<file path="config.mk">
export PLATFORM = sky130hd
export DESIGN_NAME = weather_sensor_filter
export DESIGN_NICKNAME = d
export VERILOG_FILES = /design/src/rtl/weather_sensor_filter.sv
export SDC_FILE = /design/constraint.sdc
export NUM_CORES = 1
export LEC_CHECK = 0
export CAP_MARGIN = 5
export CORE_MARGIN = 10
export CORE_UTILIZATION = 55
export DETAILED_ROUTE_END_ITERATION = 8
export PLACE_DENSITY = 0.87
export SLEW_MARGIN = 20
export SYNTH_ARGS = -nofsm -noshare
export SYNTH_HDL_FRONTEND = slang
export SYNTH_SLANG_ARGS = --single-unit
</file>
<file path="constraint.sdc">
create_clock -name CLK -period 6.35 [get_ports CLK]
set_input_delay 1.905 -clock CLK [delete_from_list [all_inputs] [get_ports CLK]]
set_output_delay 1.905 -clock CLK [all_outputs]
set_load 0.05 [all_outputs]
</file>
<file path="src/rtl/weather_sensor_filter.sv">
// rtl/weather_sensor_filter.sv - conditions raw weather samples before the severity unit
module weather_sensor_filter #(
  parameter int DEBOUNCE     = 3,
  parameter int MAX_STEP     = 10,
  parameter int REJECT_LIMIT = 3
) (
  input  logic       CLK,
  input  logic       RST,
  input  logic       sample_valid,
  input  logic       raw_thunderstorm,
  input  logic [5:0] raw_wind,
  input  logic [1:0] raw_visibility,
  input  logic [7:0] raw_temperature,
  input  logic       fault_clr,
  output logic       thunderstorm,
  output logic [5:0] wind,
  output logic [1:0] visibility,
  output logic [7:0] temperature,
  output logic       out_valid,
  output logic       sensor_fault
);

  localparam logic [0:0] WARMUP = 1'b0;
  localparam logic [0:0] RUN    = 1'b1;

  localparam logic [2:0] DEB_LIM = 3'(DEBOUNCE);
  localparam logic [2:0] REJ_LIM = 3'(REJECT_LIMIT);
  localparam logic [8:0] STEP    = 9'(MAX_STEP);

  logic [0:0] state;
  logic [1:0] fill_cnt;
  logic [5:0] hist0, hist1, hist2;
  logic       th_q;
  logic [2:0] th_cnt;
  logic [1:0] prev_vis;
  logic [7:0] temp_q;
  logic [2:0] rej_cnt;
  logic       first_temp;

  logic [7:0] wind_sum;
  logic [5:0] wind_nxt;
  logic       th_nxt;
  logic [2:0] th_cnt_nxt;
  logic [1:0] vis_nxt;
  logic [8:0] diff;
  logic [8:0] mag;
  logic [7:0] temp_nxt;
  logic [2:0] rej_nxt;
  logic       fault_evt;
  logic       load_out;

  // Sum of the current sample and the three stored ones; max 252 fits 8 bits.
  assign wind_sum = {2'b00, raw_wind} + {2'b00, hist0} + {2'b00, hist1} + {2'b00, hist2};
  assign wind_nxt = 6'(wind_sum >> 2);
  assign vis_nxt  = (raw_visibility > prev_vis) ? raw_visibility : prev_vis;

  // Sign-extend to 9 bits so the -128/+127 extremes cannot wrap.
  assign diff = {raw_temperature[7], raw_temperature} - {temp_q[7], temp_q};
  assign mag  = diff[8] ? (~diff + 9'd1) : diff;

  assign load_out = (state == RUN) || (fill_cnt == 2'd3);

  always_comb begin
    th_nxt     = th_q;
    th_cnt_nxt = 3'd0;
    if (raw_thunderstorm != th_q) begin
      if (th_cnt + 3'd1 == DEB_LIM) th_nxt = ~th_q;
      else th_cnt_nxt = th_cnt + 3'd1;
    end
  end

  always_comb begin
    temp_nxt  = temp_q;
    rej_nxt   = rej_cnt;
    fault_evt = 1'b0;
    if (first_temp || (mag <= STEP)) begin
      temp_nxt = raw_temperature;
      rej_nxt  = 3'd0;
    end else if (rej_cnt + 3'd1 == REJ_LIM) begin
      temp_nxt  = raw_temperature;
      rej_nxt   = 3'd0;
      fault_evt = 1'b1;
    end else begin
      rej_nxt = rej_cnt + 3'd1;
    end
  end

  always_ff @(posedge CLK or negedge RST) begin
    if (!RST) begin
      state        <= WARMUP;
      fill_cnt     <= 2'd0;
      hist0        <= 6'd0;
      hist1        <= 6'd0;
      hist2        <= 6'd0;
      th_q         <= 1'b0;
      th_cnt       <= 3'd0;
      prev_vis     <= 2'd0;
      temp_q       <= 8'd0;
      rej_cnt      <= 3'd0;
      first_temp   <= 1'b1;
      thunderstorm <= 1'b0;
      wind         <= 6'd0;
      visibility   <= 2'd0;
      temperature  <= 8'd0;
      out_valid    <= 1'b0;
      sensor_fault <= 1'b0;
    end else begin
      out_valid <= 1'b0;
      // A new fault event outranks a simultaneous clear.
      if (sample_valid && fault_evt) sensor_fault <= 1'b1;
      else if (fault_clr) sensor_fault <= 1'b0;

      if (sample_valid) begin
        hist2      <= hist1;
        hist1      <= hist0;
        hist0      <= raw_wind;
        th_q       <= th_nxt;
        th_cnt     <= th_cnt_nxt;
        prev_vis   <= raw_visibility;
        temp_q     <= temp_nxt;
        rej_cnt    <= rej_nxt;
        first_temp <= 1'b0;
        if (state == WARMUP) begin
          fill_cnt <= fill_cnt + 2'd1;
          if (fill_cnt == 2'd3) state <= RUN;
        end
        if (load_out) begin
          thunderstorm <= th_nxt;
          wind         <= wind_nxt;
          visibility   <= vis_nxt;
          temperature  <= temp_nxt;
          out_valid    <= 1'b1;
        end
      end
    end
  end

endmodule

</file>
==> results of run 1 <==
-- power by group through the flow --
stage / clock network, uW / registers, uW / logic, uW
detailed placement: 0 / 589 / 1280
global placement: 0 / 582 / 1230
floorplan: 0 / 757 / 806
CTS: 357 / 584 / 1290
finish: 350 / 585 / 1290
global route: 376 / 600 / 1420
-- critical path: cells and delay by family --
kind / cells / cell delay (ps)
AOI/OAI and AO/OA: 6 / 1800
and+or+nand+nor: 1 / 100
adders and majority gates: 2 / 450
buffers and inverters: 3 / 630
muxes: 1 / 340
-- sequential cells by signal (all words and copies together), names as in the netlist --
register	flops
temp_q	8
hist1	6
wind	6
fill_cnt	2
state	1
rej_cnt	3
thunderstorm	1
th_cnt	3
hist2	6
out_valid	1
first_temp	1
temperature	8
prev_vis	2
th_q	1
sensor_fault	1
visibility	2
hist0	6
-- routing by layer --
metal  wire length, um  GRT usage [%]  part of all wire [%]  vias up
met2              3690           25.3                    49       51
met5                 0              0                     0        -
met3               444           5.76                   5.9        9
li1                  -              -                     -     1288
met4                85           4.61                   1.1        0
met1              3290           19.1                    44     1333
-- kinds of logic (layout without fill, tap and decap cells) --
| kind of cell | count (synthesis) | after routing |
|---|---|---|
| AO/OA/AOI/OAI | 92 | 92 |
| XOR/XNOR | 11 | 11 |
| adder cells (fa/ha/maj) | 34 | 34 |
| buffers and inverters | 38 | 84 |
| flip-flops | 58 | 58 |
| multiplexers | 31 | 31 |
| AND/OR/NAND/NOR | 75 | 75 |
-- area by class of cell --
type	instances	area share [%]
clock inverters	2	0.820
inverters	28	2.46
well taps	77	2.26
repair buffers	41	9.38
flip-flops and latches	58	34.0
clock buffers	13	3.96
multi-input cells	243	47.1
-- per-stage QoR --
step / utilization [%] / setup WS [ps] / cells / area (um2)
2_1_floorplan: - / 1780 / 339 / 3610
5_1_grt: 67.3 / 1140 / 462 / 4270
6_report: 67.3 / 1340 / 462 / 4270
3_5_place_dp: 64.0 / 1040 / 447 / 4070
3_3_place_gp: 64.0 / 1160 / 447 / 4070
4_1_cts: 67.3 / 1380 / 462 / 4270
-- cell usage in the layout (no fill, tap or decap), types with 2 or more instances in the layout --
master	Yosys	layout
sky130_fd_sc_hd__xnor2_1	7	7
sky130_fd_sc_hd__xor2_1	3	3
sky130_fd_sc_hd__a221oi_2	2	2
sky130_fd_sc_hd__ha_1	21	21
sky130_fd_sc_hd__a31oi_1	9	9
sky130_fd_sc_hd__and3_1	3	3
sky130_fd_sc_hd__mux2_2	19	19
sky130_fd_sc_hd__nand2b_1	7	7
sky130_fd_sc_hd__nand3_1	3	3
sky130_fd_sc_hd__o21ai_0	30	30
sky130_fd_sc_hd__nor4_1	4	4
sky130_fd_sc_hd__a21o_1	8	8
sky130_fd_sc_hd__a21oi_1	13	13
sky130_fd_sc_hd__o31ai_1	2	2
sky130_fd_sc_hd__o21a_1	2	2
sky130_fd_sc_hd__fa_1	13	13
sky130_fd_sc_hd__nor2_1	15	15
sky130_fd_sc_hd__nor2b_1	3	3
sky130_fd_sc_hd__o211a_1	3	3
sky130_fd_sc_hd__mux2_4	8	8
sky130_fd_sc_hd__a211o_1	2	2
sky130_fd_sc_hd__inv_1	27	27
sky130_fd_sc_hd__clkbuf_8	0	12
sky130_fd_sc_hd__mux2i_1	4	4
sky130_fd_sc_hd__clkdlybuf4s50_1	0	38
sky130_fd_sc_hd__o211ai_1	2	2
sky130_fd_sc_hd__nor3_1	4	4
sky130_fd_sc_hd__a21oi_2	2	2
sky130_fd_sc_hd__buf_4	0	2
sky130_fd_sc_hd__or2_2	2	2
sky130_fd_sc_hd__dfrtp_1	57	57
sky130_fd_sc_hd__nand2_1	25	25
sky130_fd_sc_hd__o41ai_1	2	2
-- final timing paths --
check | startpoint | slack, ps | endpoint
max | raw_temperature[0] | 1340 | temp_q[7]
min reg2reg | visibility[1] | 480 | visibility[1]
max in group asynchronous | RST | 4170 | hist2[2]
max reg2reg | temp_q[0] | 3040 | temp_q[7]
min in group asynchronous | RST | 1710 | wind[5]
min | visibility[1] | 480 | visibility[1]
==> results.json, run 1 <==
{
  "outcome": "completed",
  "post_route_cells_drive_above_1_share_pct": 16.4,
  "wire_length_of_the_first_global_routing_pass_um": 13100,
  "list_of_cells_traversed_by_the_critical_path": "clkdlybuf4s50_1 > inv_1 > ha_1 > inv_1 > fa_1 > a211o_1 > nand2_2 > a221oi_2 > a211oi_1 > a31oi_1 > o211ai_4 > a21oi_4 > mux2_4",
  "synth_cell_type_count": 60,
  "report.final.slew_viol_count": 0,
  "finalWeightedCongestion": 0.837,
  "share_comb_of_total_power_pct": 57.9,
  "clk_pin_slew_ps": 60,
  "maximum_vdd_ir_drop_mv": 0.330,
  "postSynthAreaPerCell_um2": 10.7,
  "clock_insertion_delay_worst_skew_ps": 340,
  "synth_nets": 394,
  "post-synth-top-area-cell": "sky130_fd_sc_hd__dfrtp_1",
  "synth_top_family_by_area": "compound AO/OA/AOI/OAI gates",
  "power.internal_uw": 1250,
  "synthFlopType": "sky130_fd_sc_hd__dfrtp_1",
  "final_net_count": 436,
  "reg2regPathDepth": 11,
  "grt_setup_unrepaired": "false",
  "yosysWarningCount": 0,
  "drv.max_cap_violation_count": 0,
  "clock_path_buffers": 2,
  "synth.area.mux_share_pct": 10.4,
  "drt_pass1_iterations": 4,
  "cts.htree.levels": 3,
  "netlist_top_cells_count": "57 x sky130_fd_sc_hd__dfrtp_1, 30 x sky130_fd_sc_hd__o21ai_0, 27 x sky130_fd_sc_hd__inv_1",
  "total_power_uw": 2220,
  "grt-ovfl-total": 0,
  "drt_iter0_markers": 158,
  "cts_tree": "done",
  "antenna_found_initial": 0,
  "tightest_slew_ps": 1070,
  "min_delay_path_depth": 2,
  "synth.top_cell.area_share_pct": 39.5,
  "hold_path_class": "reg -> reg",
  "detail_route.drc_violations": 0,
  "core_um2": 6350,
  "post_synth_and_or_nand_nor_area_fraction_pct": 10.3,
  "final-setup-viol-count": 0,
  "path_max_fanout": 10,
  "period_needed_ps": 5010,
  "detail_route.vias_per_cell": 5.80,
  "yosys-top-cells-area": "sky130_fd_sc_hd__dfrtp_1 39%, sky130_fd_sc_hd__ha_1 7.3%, sky130_fd_sc_hd__fa_1 7.2%, sky130_fd_sc_hd__mux2_2 5.9%, sky130_fd_sc_hd__o21ai_0 4.2%",
  "synthAdderAreaFrac_pct": 14.5,
  "synthArstFlopShare_pct": 100,
  "die_wd_um": 101,
  "average_wire_per_standard_cell_um": 16.3,
  "place.port_buffers": 39,
  "clkPwrFrac_pct": 15.8,
  "psw_uw": 972,
  "cts_setup_buffers": 0,
  "max_clock_freq_ghz": 0.200,
  "ys_seq_elements": 58,
  "critPathLaunchType": "primary input",
  "cp.required_ps": 6560,
  "timing.max_slew.rel_slack_pct": 28.7,
  "postSynthCellCount": 339,
  "hold_violations": 0,
  "dp.final_hpwl_um": 5450,
  "synth_compound_area_share_pct": 17.6,
  "p_per_area_nw_per_um2": 520,
  "sequential_cell_area_fraction_in_the_yosys_report_pct": 40.2,
  "layout_worst_path_cycle_share_pct": 78.9,
  "grt_start_max_net_pins": 59,
  "finalClockSkew_ps": 8.79,
  "hold-worst-slack_ps": 477,
  "cpMaxStageDelayCell": "sky130_fd_sc_hd__clkdlybuf4s50_1",
  "cts.root.buffer_cell": "sky130_fd_sc_hd__clkbuf_8",
  "start_util_pct": 56.9,
  "vias": 2681,
  "leakage_uw": 0.00191,
  "insertedDiodeCount": 0,
  "register_area_um2": 1450,
  "post_synth_instance_area_um2": 3610,
  "cts_num_sinks": 58,
  "fillCellCount": 461,
  "multiInputGateArea_um2": 2010,
  "synthesized_area_fraction_occupied_by_xor_and_xnor_cells_pct": 2.87,
  "io-pin-count": 40,
  "arrival_time_at_the_worst_endpoint_ps": 5220,
  "floorplan.die_area_um2": 10200,
  "critical-path-max-stage-delay_ps": 510,
  "number_of_global_route_vias_before_repair": 2771,
  "numCtsBuffers": 9,
  "rows": 29,
  "timing_worst_setup_path_type": "in -> reg",
  "setup-tns-final_ps": 0,
  "floorplan.die.height_um": 101,
  "synth_enable_flop_cells": 0,
  "postRouteAntennaNets": 0,
  "seq_power_share_pct": 26.3,
  "grt.total_usage_pct": 15.7,
  "critPathMostFrequentCell": "sky130_fd_sc_hd__inv_1",
  "wirelength_um": 7520,
  "timing.critical_path.to_type": "flop",
  "areaGrowthSynthToFinish_pct": 18.2,
  "holdBufCountCts": 0,
  "number_of_cells_upsized_or_downsized_after_cts": 0,
  "synth_most_common_cell": "sky130_fd_sc_hd__dfrtp_1",
  "netSwitchingFraction_pct": 43.7
}
(Power assumes the default switching activity.)
==> inputs of run 2 (changes only) <==
Clock period 6.35 ns to 5 ns, I/O delays scaled along.
==> run 2 against run 1 <==
  * Count of clock-buffer cells in the layout stayed put
  * Worst hold slack barely moved
  * Sequential cell count is the same
  * Highest routed layer unchanged
  * Power up 27%
  * Critical endpoint is now temp_q[3]
  * Clock power up 27%
  * Non-clock buffer count unchanged
  * Critical path depth is the same
  * Register-to-register slack got worse by 1300 ps
  * Largest power group unchanged
  * Worst setup slack lost 880 ps
  * First-iteration DRC count rose by 28%
  * Via count is 1.7% higher
  * Sequential share of layout area is essentially flat
==> results.json, run 2 (synthesis results as in run 1) <==
{
  "timing.max_slew.rel_slack_pct": 41.5,
  "detail_route.vias_per_cell": 5.89,
  "setup_ws_ps": 465,
  "clk_pin_slew_ps": 60,
  "list_of_cells_traversed_by_the_critical_path": "clkdlybuf4s50_1 > inv_1 > ha_1 > inv_1 > fa_1 > a211o_1 > a21o_1 > a21oi_2 > o2111ai_1 > a211oi_2 > o211ai_4 > a21oi_4 > mux2_4",
  "reg2regPathDepth": 11,
  "clock_path_buffers": 2,
  "grt.total_usage_pct": 15.8,
  "critPathMostFrequentCell": "sky130_fd_sc_hd__inv_1",
  "critPathLaunchType": "primary input",
  "cts_setup_buffers": 0,
  "insertedDiodeCount": 0,
  "rows": 29,
  "floorplan.die_area_um2": 10200,
  "path_max_fanout": 10,
  "seq_power_share_pct": 26.3,
  "cts.root.buffer_cell": "sky130_fd_sc_hd__clkbuf_8",
  "timing.critical_path.buf_inv": 3,
  "finalWeightedCongestion": 0.828,
  "average_wire_per_standard_cell_um": 16.7,
  "cpMaxStageDelayCell": "sky130_fd_sc_hd__clkdlybuf4s50_1",
  "number_of_cells_upsized_or_downsized_after_cts": 0,
  "critPathTopFamily": "compound AO/OA/AOI/OAI gates",
  "hold_path_class": "reg -> reg",
  "maximum_vdd_ir_drop_mv": 0.390,
  "whs_endpoint": "hist1[0]",
  "wirelength_um": 7720,
  "final-setup-viol-count": 0,
  "final_net_count": 436,
  "wire_length_of_the_first_global_routing_pass_um": 13000,
  "power.internal_uw": 1580,
  "postRouteAntennaNets": 0,
  "areaGrowthSynthToFinish_pct": 18.2,
  "place_worst_setup_slack_ps": 114,
  "place_inst": 447,
  "arrival_time_at_the_worst_endpoint_ps": 4770,
  "outcome": "completed",
  "cp.required_ps": 5230,
  "start_util_pct": 56.9,
  "fillCellCount": 468,
  "worstHoldStart": "hist0[0]",
  "report.final.slew_viol_count": 0,
  "timing.critical_path.to_type": "flop",
  "period_needed_ps": 4530,
  "hold_violations": 0,
  "leakage_uw": 0.00191,
  "core_um2": 6350,
  "hold-worst-slack_ps": 477,
  "drt_iter0_markers": 202,
  "p_per_area_nw_per_um2": 662,
  "layout_worst_path_cycle_share_pct": 90.7,
  "drv.max_cap_violation_count": 0,
  "holdBufCountCts": 0,
  "place.port_buffers": 39,
  "detail_route.drc_violations": 0,
  "timing_worst_setup_path_type": "in -> reg",
  "cts_tree": "done",
  "psw_uw": 1250,
  "grt-ovfl-total": 0,
  "dp.final_hpwl_um": 5560,
  "critical-path-max-stage-delay_ps": 450,
  "cts.htree.levels": 3,
  "numCtsBuffers": 9,
  "number_of_global_route_vias_before_repair": 2803,
  "setup-tns-final_ps": 0,
  "worst_r2r_startpoint": "temp_q[0]",
  "io-pin-count": 40,
  "reg2reg_slack_ps": 1730,
  "worstReg2RegEnd": "temp_q[3]",
  "clkPwrFrac_pct": 15.7,
  "share_comb_of_total_power_pct": 57.9,
  "drt_pass1_iterations": 4,
  "instances_no_fill": 463,
  "netSwitchingFraction_pct": 44.2,
  "clock_insertion_delay_worst_skew_ps": 350,
  "grt_setup_unrepaired": "false",
  "die_wd_um": 101,
  "top_regs": "temp_q: 8 flops, temperature: 8 flops",
  "most-common-layout-cells": "57 x sky130_fd_sc_hd__dfrtp_1, 38 x sky130_fd_sc_hd__clkdlybuf4s50_1, 30 x sky130_fd_sc_hd__o21ai_0, 27 x sky130_fd_sc_hd__inv_1, 25 x sky130_fd_sc_hd__nand2_1",
  "layout.cells.most_common": "sky130_fd_sc_hd__dfrtp_1",
  "min_delay_path_depth": 2,
  "tightest_slew_ps": 875,
  "max_clock_freq_ghz": 0.221,
  "antenna_found_initial": 0,
  "finalClockSkew_ps": 11.8,
  "vias": 2727,
  "post_route_cells_drive_above_1_share_pct": 16.3,
  "grt_start_max_net_pins": 59,
  "total_power_uw": 2830,
  "cts_num_sinks": 58,
  "floorplan.die.height_um": 101
}
==> run 2: power groups by stage <==
stage | logic, uW | clock network (uW) | registers, uW
after CTS | 1640 | 451 | 744
after detailed placement | 1620 | 0 | 751
after global placement | 1570 | 0 | 739
final | 1640 | 446 | 745
after global routing | 1790 | 472 | 766
after floorplan | 1020 | 0 | 962
==> run 2: per-stage QoR <==
step,area (um2),util (%)
2_1_floorplan,3610,-
3_3_place_gp,4070,64.0
3_5_place_dp,4070,64.0
4_1_cts,4270,67.2
5_1_grt,4270,67.3
6_report,4270,67.3
==> run 2: worst min-delay path, delay by kind of cell, from the launching register on <==
| family | cells | cell delay (ps) |
|---|---|---|
| flops | 1 | 340 |
| simple gates | 1 | 40 |
| compound gates | 1 | 60 |
==> run 2: how the worst max path moves through the flow <==
stage                     cells past startpoint                from  slack [ps]        end
after floorplan                              12  raw_temperature[0]         830  temp_q[0]
after global placement                       13  raw_temperature[0]         220  temp_q[0]
after detailed placement                     13  raw_temperature[0]         110  temp_q[2]
after CTS                                    13  raw_temperature[0]         480  temp_q[3]
after global routing                         13  raw_temperature[0]         230  temp_q[6]
final                                        13  raw_temperature[0]         470  temp_q[3]
==> run 2: metal layers <==
| metal | share of wire [%] | GRT usage [%] | wire [um] | vias to the layer above |
|---|---|---|---|---|
| met4 | 2.4 | 6.43 | 184 | 0 |
| li1 | - | - | - | 1286 |
| met1 | 42 | 18.8 | 3240 | 1349 |
| met2 | 49 | 25.2 | 3810 | 73 |
| met3 | 6.4 | 5.62 | 493 | 19 |
| met5 | 0 | 0 | 0 | - |
==> run 2: layout make-up <==
| cell class | count | area (um2) | area share [%] |
|---|---|---|---|
| Inverter | 28 | 105 | 2.46 |
| Clock inverter | 3 | 40.0 | 0.937 |
| Sequential cell | 58 | 1450 | 34.0 |
| Multi-Input combinational cell | 243 | 2020 | 47.3 |
| Tap cell | 77 | 96.3 | 2.25 |
| Clock buffer | 13 | 159 | 3.72 |
| Timing Repair Buffer | 41 | 400 | 9.37 |
==> inputs of run 3 (changes only) <==
Settings changed: CORE_ASPECT_RATIO from default to 0.8, CTS_BUF_LIST from default to sky130_fd_sc_hd__clkbuf_16.
==> run 3 against run 2 <==
  * Cell count increased by 1.5%
  * Worst hold slack improved by 2.7 ps
  * Worst setup slack got worse by 210 ps
  * Sequential share of layout area decreased by 1.1 points
  * Non-clock buffer count unchanged
  * Die area increased by 0.20%
  * Critical path type unchanged
  * Highest routed layer unchanged
==> results.json, run 3 (synthesis results as in run 1) <==
{
  "outcome": "completed",
  "cts_num_sinks": 58,
  "wire_length_of_the_first_global_routing_pass_um": 15300,
  "antenna_found_initial": 0,
  "cell_area_after_placement_um2": 4080,
  "number_of_global_route_vias_before_repair": 3020,
  "finalWeightedCongestion": 0.895,
  "clock_insertion_delay_worst_skew_ps": 330,
  "final_net_count": 436,
  "drv.max_cap_violation_count": 0,
  "floorplan.die.height_um": 92.5,
  "fillCellCount": 450,
  "list_of_cells_traversed_by_the_critical_path": "clkdlybuf4s50_1 > inv_1 > ha_1 > inv_1 > fa_1 > a211o_1 > a21o_1 > a21oi_2 > o2111ai_1 > a211oi_2 > o211ai_4 > a21oi_4 > mux2_4",
  "detail_route.vias_per_cell": 6.13,
  "drt_pass1_iterations": 5,
  "leakage_uw": 0.00197,
  "start_util_pct": 56.7,
  "layout.cells.most_common": "sky130_fd_sc_hd__dfrtp_1",
  "dp.final_hpwl_um": 5930,
  "max_clock_freq_ghz": 0.211,
  "floorplan.die_area_um2": 10200,
  "top_regs": "temp_q: 8 flops, temperature: 8 flops",
  "place.port_buffers": 39,
  "timing.max_slew.rel_slack_pct": 53.9,
  "timing_worst_setup_path_type": "in -> reg",
  "place_worst_setup_slack_ps": 21.9,
  "postRouteAntennaNets": 0,
  "critPathMostFrequentCell": "sky130_fd_sc_hd__inv_1",
  "cts.htree.levels": 3,
  "hold_violations": 0,
  "wirelength_um": 9050,
  "setup-tns-final_ps": 0,
  "final-setup-viol-count": 0,
  "critPathLaunchType": "primary input",
  "cp.required_ps": 5220,
  "vias": 2881,
  "path_max_fanout": 10,
  "die_wd_um": 111,
  "core_um2": 6380,
  "grt_setup_unrepaired": "false",
  "areaGrowthSynthToFinish_pct": 22.2,
  "detail_route.drc_violations": 0,
  "grt-ovfl-total": 0,
  "grt_start_max_net_pins": 45,
  "hold_path_class": "reg -> reg",
  "clock_path_buffers": 2,
  "insertedDiodeCount": 0,
  "grt.total_usage_pct": 18.1,
  "tightest_slew_ps": 689,
  "timing.critical_path.buf_inv": 3,
  "cts_setup_buffers": 0,
  "cts.root.buffer_cell": "sky130_fd_sc_hd__clkbuf_16",
  "timing.critical_path.to_type": "flop",
  "rows": 26,
  "setup_ws_ps": 251,
  "cpMaxStageDelayCell": "sky130_fd_sc_hd__clkdlybuf4s50_1",
  "period_needed_ps": 4750,
  "post_route_cells_drive_above_1_share_pct": 16.3,
  "io-pin-count": 40,
  "layout_worst_path_cycle_share_pct": 95.0,
  "maximum_vdd_ir_drop_mv": 0.293,
  "critPathTopFamily": "compound AO/OA/AOI/OAI gates",
  "arrival_time_at_the_worst_endpoint_ps": 4960,
  "holdBufCountCts": 0,
  "instances_no_fill": 470,
  "most-common-layout-cells": "57 x sky130_fd_sc_hd__dfrtp_1, 38 x sky130_fd_sc_hd__clkdlybuf4s50_1, 30 x sky130_fd_sc_hd__o21ai_0, 27 x sky130_fd_sc_hd__inv_1, 25 x sky130_fd_sc_hd__nand2_1",
  "design_area_um2": 4420,
  "place_inst": 454,
  "cts_tree": "done",
  "number_of_cells_upsized_or_downsized_after_cts": 0,
  "finalClockSkew_ps": 2.75,
  "drt_iter0_markers": 225,
  "p_per_area_nw_per_um2": 718,
  "numCtsBuffers": 9,
  "critical-path-max-stage-delay_ps": 450,
  "clk_pin_slew_ps": 50,
  "average_wire_per_standard_cell_um": 19.3,
  "report.final.slew_viol_count": 0
}
[run 3: changes by cell type in the layout (fill, tap and decap cells not counted)]
cell | previous run | this run
sky130_fd_sc_hd__clkbuf_8 | 11 | 0
sky130_fd_sc_hd__clkbuf_16 | 0 | 9
sky130_fd_sc_hd__bufinv_16 | 1 | 3
sky130_fd_sc_hd__clkbuf_1 | 2 | 0
sky130_fd_sc_hd__clkinv_1 | 1 | 3
[run 3: worst paths after layout]
check	cells past startpoint	from	slack, ps	to
max	13	raw_temperature[0]	250	temp_q[2]
min	2	visibility[1]	480	visibility[1]
max reg2reg	11	temp_q[0]	1520	temp_q[2]
min reg2reg	2	visibility[1]	480	visibility[1]
max in group asynchronous	2	RST	3060	first_temp
min in group asynchronous	1	RST	1070	wind[5]
[run 3: where the power goes]
group / total [uW] / internal [uW] / switching [uW]
clock: 696 / 481 / 216
combinational: 1720 / 699 / 1020
sequential: 754 / 631 / 123
total: 3170 / 1810 / 1360
[run 3: layer usage]
layer	global-route usage, %	share of wire, %	wire (um)
met1	21.0	41	3710
met4	5.74	1.6	148
met3	6.32	7.4	673
met5	0	0	0
met2	30.8	50	4510
[run 3: worst min-delay path: stages (launching register included)]
cell                      delay, ps
sky130_fd_sc_hd__dfrtp_1        340
sky130_fd_sc_hd__nand2_1         50
sky130_fd_sc_hd__o21ai_0         60
[run 3: stage by stage]
stage	hold slack, ps	power (uW)	utilization, %
after global placement	466	2330	63.9
final	480	3170	69.3
after detailed placement	472	2390	63.9
after CTS	485	3150	69.1
after floorplan	443	1990	-
after global routing	506	3340	69.3
[run 3: cell type report]
class	count	area [um2]	area share, %
clock buffer	9	225	5.10
clock inverter	7	108	2.44
inverter	28	105	2.38
multi-input combinational	243	2020	45.7
sequential	58	1450	32.9
tap	84	105	2.38
timing repair buffer	41	400	9.07
==> RTL change 1 (config.mk and constraints of run 3) <==
Register the inputs `sample_valid`, `raw_wind`, `raw_visibility`, `raw_temperature` and `fault_clr` before use. The logic sees them one clock later.
--- a/src/rtl/weather_sensor_filter.sv
+++ b/src/rtl/weather_sensor_filter.sv
@@ -29,2 +29,16 @@
 
+  logic sample_valid_q;
+  logic [5:0] raw_wind_q;
+  logic [1:0] raw_visibility_q;
+  logic [7:0] raw_temperature_q;
+  logic fault_clr_q;
+
+  always_ff @(posedge CLK) begin
+    sample_valid_q    <= sample_valid;
+    raw_wind_q        <= raw_wind;
+    raw_visibility_q  <= raw_visibility;
+    raw_temperature_q <= raw_temperature;
+    fault_clr_q       <= fault_clr;
+  end
+
   logic [0:0] state;
@@ -52,8 +66,8 @@
   // Sum of the current sample and the three stored ones; max 252 fits 8 bits.
-  assign wind_sum = {2'b00, raw_wind} + {2'b00, hist0} + {2'b00, hist1} + {2'b00, hist2};
+  assign wind_sum = {2'b00, raw_wind_q} + {2'b00, hist0} + {2'b00, hist1} + {2'b00, hist2};
   assign wind_nxt = 6'(wind_sum >> 2);
-  assign vis_nxt  = (raw_visibility > prev_vis) ? raw_visibility : prev_vis;
+  assign vis_nxt  = (raw_visibility_q > prev_vis) ? raw_visibility_q : prev_vis;
 
   // Sign-extend to 9 bits so the -128/+127 extremes cannot wrap.
-  assign diff = {raw_temperature[7], raw_temperature} - {temp_q[7], temp_q};
+  assign diff = {raw_temperature_q[7], raw_temperature_q} - {temp_q[7], temp_q};
   assign mag  = diff[8] ? (~diff + 9'd1) : diff;
@@ -76,6 +90,6 @@
     if (first_temp || (mag <= STEP)) begin
-      temp_nxt = raw_temperature;
+      temp_nxt = raw_temperature_q;
       rej_nxt  = 3'd0;
     end else if (rej_cnt + 3'd1 == REJ_LIM) begin
-      temp_nxt  = raw_temperature;
+      temp_nxt  = raw_temperature_q;
       rej_nxt   = 3'd0;
@@ -109,12 +123,12 @@
       // A new fault event outranks a simultaneous clear.
-      if (sample_valid && fault_evt) sensor_fault <= 1'b1;
-      else if (fault_clr) sensor_fault <= 1'b0;
+      if (sample_valid_q && fault_evt) sensor_fault <= 1'b1;
+      else if (fault_clr_q) sensor_fault <= 1'b0;
 
-      if (sample_valid) begin
+      if (sample_valid_q) begin
         hist2      <= hist1;
         hist1      <= hist0;
-        hist0      <= raw_wind;
+        hist0      <= raw_wind_q;
         th_q       <= th_nxt;
         th_cnt     <= th_cnt_nxt;
-        prev_vis   <= raw_visibility;
+        prev_vis   <= raw_visibility_q;
         temp_q     <= temp_nxt;
Behaviour: not the same (a bounded check fails within 10 cycles, from zero or initial values and one cycle with RST low).
==> RTL change 1 against run 3 <==
- worst setup slack improved by 1.0 ns
- sequential cell count increased by 18
- design area increased by 7.1%
- critical path depth decreased by 2
- first-iteration DRC count decreased by 8.0%
- cell count increased by 3.8%
- area after synthesis increased by 11%
- combinational power increased by 2%
- die area increased by 8.9%
- via count decreased by 1.7%
- routed wire length decreased by 4.4%
- power increased by 2.4%
- maximum frequency increased by 27%
- critical path type is now reg -> reg
==> RTL change 1: results (changes against run 3) <==
| Metric | Value |
|---|---|
| Status | complete, no violations |
| Register area share after synthesis | 0.451 (+0.0494) |
| Vias in the first global route | 2949 (-2.4%) |
| Final nets | 451 (+3.4%) |
| Commonest cells in the netlist | dfrtp_1 (57), nand2_1 (25), inv_1 (24) |
| Synth unique cells | 65 (+8.3%) |
| # fillers | 481 (+6.9%) |
| P_sw | 1.44 mW (+5.5%) |
| Leakage power | 2.05 nW (+3.7%) |
| Total GRT Usage | 0.162 (-0.0192) |
| Largest net degree at the start of global routing | 59 (+31%) |
| GP Congestion | 0.878 (-1.9%) |
| Critical Path AT | 3.96 ns (-1.00 ns) |
| Dpl ws | 1.31 ns (+1.29 ns) |
| Non-filler cells, final | 488 (+3.8%) |
| Async S/R FF share, synth | 0.763 (-0.237) |
| Drt wl/cell | 17.7 um (-7.9%) |
| Synth Net Count | 411 (+4.3%) |
| First-pass GRT wire length | 14300 um (-6.6%) |
| DRT iter0 DRCs | 207 (-8.0%) |
| DP Cell Count | 472 (+4.0%) |
| Slew headroom | 0.445 (-0.0943) |
| Synth Area per Inst | 11.3 sq um (+5.8%) |
| Routed vias | 2832 (-1.7%) |
| Worst Path Max Fanout | 12 (+2) |
| HPWL Detailed | 6150 um (+3.7%) |
| Main area contributors after synthesis | dfrtp_1 (36%), dfxtp_1 (9.0%), ha_1 (6.5%), fa_1 (6.5%), mux2_2 (5.3%) |
| Layout cells sized above 1 | 0.142 (-0.0211) |
| Largest registers | raw_temperature_q x8, temp_q x8, temperature x8 |
| Max VDD drop | 0.390 mV (+33%) |
## RTL change 1: cell count changes after synthesis, moves of 3 or more
| cell | change |
|---|---|
| a21oi_1 | -4 |
| nor4_1 | -3 |
| a21o_1 | -5 |
| o21ai_0 | -7 |
| o211ai_1 | +8 |
| nor2_1 | +3 |
| nand3_1 | +7 |
| inv_1 | -3 |
| dfxtp_1 | +18 |
## RTL change 1: power by group through the flow
stage	registers [mW]	logic [mW]	clock network, mW
6_report	0.911	1.76	0.573
3_5_place_dp	0.917	1.72	0
2_1_floorplan	1.12	1.10	0
3_3_place_gp	0.906	1.65	0
4_1_cts	0.909	1.76	0.575
5_1_grt	0.929	1.90	0.605
## RTL change 1: cells by family (layout without fill, tap and decap cells)
family	after synthesis	in the layout	share of synthesized area
adder cells (fa/ha/maj)	34	34	0.130
flip-flops	76	76	0.451
buffers and inverters	37	82	0.0386
XOR/XNOR	12	12	0.0280
AND/OR/NAND/NOR	84	84	0.108
AO/OA/AOI/OAI	82	82	0.150
multiplexers	31	31	0.0931
## RTL change 1: worst paths after layout
kind                               startpoint   endpoint  slack [ns]  cells after the start
worst max-delay path                temp_q[0]  temp_q[7]        1.25                     11
worst min-delay path            raw_wind_q[0]   hist0[0]        0.46                      2
worst max register to register      temp_q[0]  temp_q[7]        1.25                     11
worst min register to register  raw_wind_q[0]   hist0[0]        0.46                      2
max in group asynchronous                 RST      state        3.21                      2
min in group asynchronous                 RST   hist0[2]        1.31                      2
## RTL change 1: worst reg2reg max path: stages (launching register included)
cell	delay, ns
dfrtp_1	0.38
ha_1	0.25
inv_1	0.07
fa_1	0.43
a211o_1	0.37
a311oi_4	0.39
nor3_2	0.11
a2111oi_4	0.31
o211a_1	0.45
nand2_2	0.24
nand3_4	0.29
mux2_4	0.32
## RTL change 1: metal layers
metal  GRT usage  wire (um)  vias up  share of wire
li1            -          -     1344              -
met1       0.202       3920     1406           0.45
met4      0.0568         96        0          0.011
met2       0.269       4190       75           0.48
met3      0.0419        443        7          0.051
met5           0          0        -              0
## RTL change 1: cell type report
type	count	area, sq um	area share
Tap cell	87	109	0.0230
Inverter	25	93.8	0.0198
Timing Repair Buffer	41	400	0.0847
Clock buffer	9	225	0.0476
Clock inverter	7	36.3	0.00767
Sequential cell	76	1810	0.383
Multi-Input combinational cell	243	2050	0.434
==> RTL change 2 (flow settings as in run 3) <==
Made on the original files. `MAX_STEP`: 10 -> 5.
--- a/src/rtl/weather_sensor_filter.sv
+++ b/src/rtl/weather_sensor_filter.sv
@@ -3,3 +3,3 @@
   parameter int DEBOUNCE     = 3,
-  parameter int MAX_STEP     = 10,
+  parameter int MAX_STEP     = 5,
   parameter int REJECT_LIMIT = 3
Behaviour: not the same (a bounded check fails within 10 cycles, from zero or initial values and one cycle with RST low).
==> RTL change 2 against run 3 <==
- routed wire length shrank 25%
- synthesized cell count shrank 9.4%
- power shrank 11%
- design area shrank 5.4%
- area after synthesis shrank 6.1%
- register-to-register slack gained 0.03 ns
- worst setup slack gained 0.061 ns
- sequential cell count is the same
- critical path type unchanged
- largest cell class unchanged
==> RTL change 2: results (changes against run 3) <==
| Metric | Value |
|---|---|
| Status | complete, no violations |
| Dpl ws | 0.0239 ns (+0.00207 ns) |
| Largest net degree at the start of global routing | 42 (-6.7%) |
| Clk buf depth | 2 (unchanged) |
| Compound-Gate Fraction of Synth Area | 0.115 (-0.0606) |
| Non-clk buf share | 0.105 (+0.0141) |
| # diodes | 0 (unchanged) |
| Max VDD drop | 0.479 mV (+63%) |
| Gate Count Post-Synth | 307 (-9.4%) |
| Non-clk invs | 26 (-7.1%) |
| CP Capture Point | temp_q[0] |
| Commonest cells in the netlist | dfrtp_1 (57), inv_1 (25), ha_1 (22) |
| Clock-cell share | 0.0668 (-0.00861) |
| Synth Net Count | 363 (-7.9%) |
| Pwr dens | 673 nW/um^2 (-6.4%) |
| Clk_skew | 0.00599 ns (+0.00324 ns) |
| Sequential cells | 58 (unchanged) |
| Avg Vias per Cell | 5.46 (-11%) |
| First-pass DRT Iterations | 4 (-1) |
| FMAX | 213 MHz (+1.3%) |
| Critical Path AT | 4.88 ns (-0.08 ns) |
| Final nets | 412 (-5.5%) |
| Non-filler cells, final | 442 (-6.0%) |
| Multi-input gate count | 215 (-12%) |
| Sequential share of power | 0.263 (+0.025) |
| Drt wl/cell | 15.4 um (-20%) |
| DRT iter0 DRCs | 98 (-56%) |
| Synth Area in XOR/XNOR | 0.0387 (+0.00996) |
| R2R setup slack | 1.55 ns (+0.03 ns) |
| First-pass GRT wire length | 11900 um (-22%) |
| Main area contributors after synthesis | dfrtp_1 (42%), ha_1 (8.1%), fa_1 (7.7%), mux2_2 (7.0%), mux2i_1 (3.2%) |
| Worst Path Max Fanout | 8 (-2) |
| Area occupied by multi-input gates | 1810 sq um (-10%) |
| Placement-stage cell area | 3900 sq um (-4.3%) |
| Worst Reg-to-Reg Cells | 12 (+1) |
| Area delta synth->final | 23.1% |
| Mux contribution to synthesized area | 0.129 (+0.0251) |
| Layout cells sized above 1 | 0.127 (-0.0358) |
| Register area share after synthesis | 0.428 (+0.0259) |
| Die Width | 108 um (-2.5%) |
| Sequential share of cell area | 0.348 (+0.0186) |
| Bufs w/o clock | 46 (+12%) |
| Synth unique cells | 49 (-18%) |
| Slew headroom | 0.562 (+0.0234) |
| # fillers | 446 (-0.89%) |
| DP Cell Count | 426 (-6.2%) |
| Leakage power | 1.86 nW (-5.8%) |
| Vias in the first global route | 2541 (-16%) |
==> RTL change 2: critical path: stages <==
cell and delay [ns]:
clkdlybuf4s50_1 0.42, inv_1 0.06, ha_1 0.16, inv_1 0.06, fa_1 0.42, a211oi_2 0.30, nor2_1 0.09, xor2_1 0.15
or3_4 0.39, o31ai_1 0.24, mux2i_1 0.15, o31ai_2 0.32, nand2_2 0.19, mux2_1 0.41
==> RTL change 2: worst min path at each step <==
stage                  startpoint            end  slack (ns)  cells after the start
floorplan                   state          state        0.44                      1
global placement            state          state        0.45                      1
detailed placement        wind[2]        wind[2]        0.47                      2
CTS                 visibility[0]  visibility[0]        0.48                      2
global route        visibility[0]  visibility[0]        0.51                      2
finish                    wind[5]        wind[5]        0.47                      2
==> RTL change 2: metal layers <==
metal,wire length [um],global-route usage,vias up
met1,2990,0.185,1179
met2,3250,0.232,58
li1,-,-,1163
met3,489,0.0699,12
met5,0,0,-
met4,85,0.0456,0
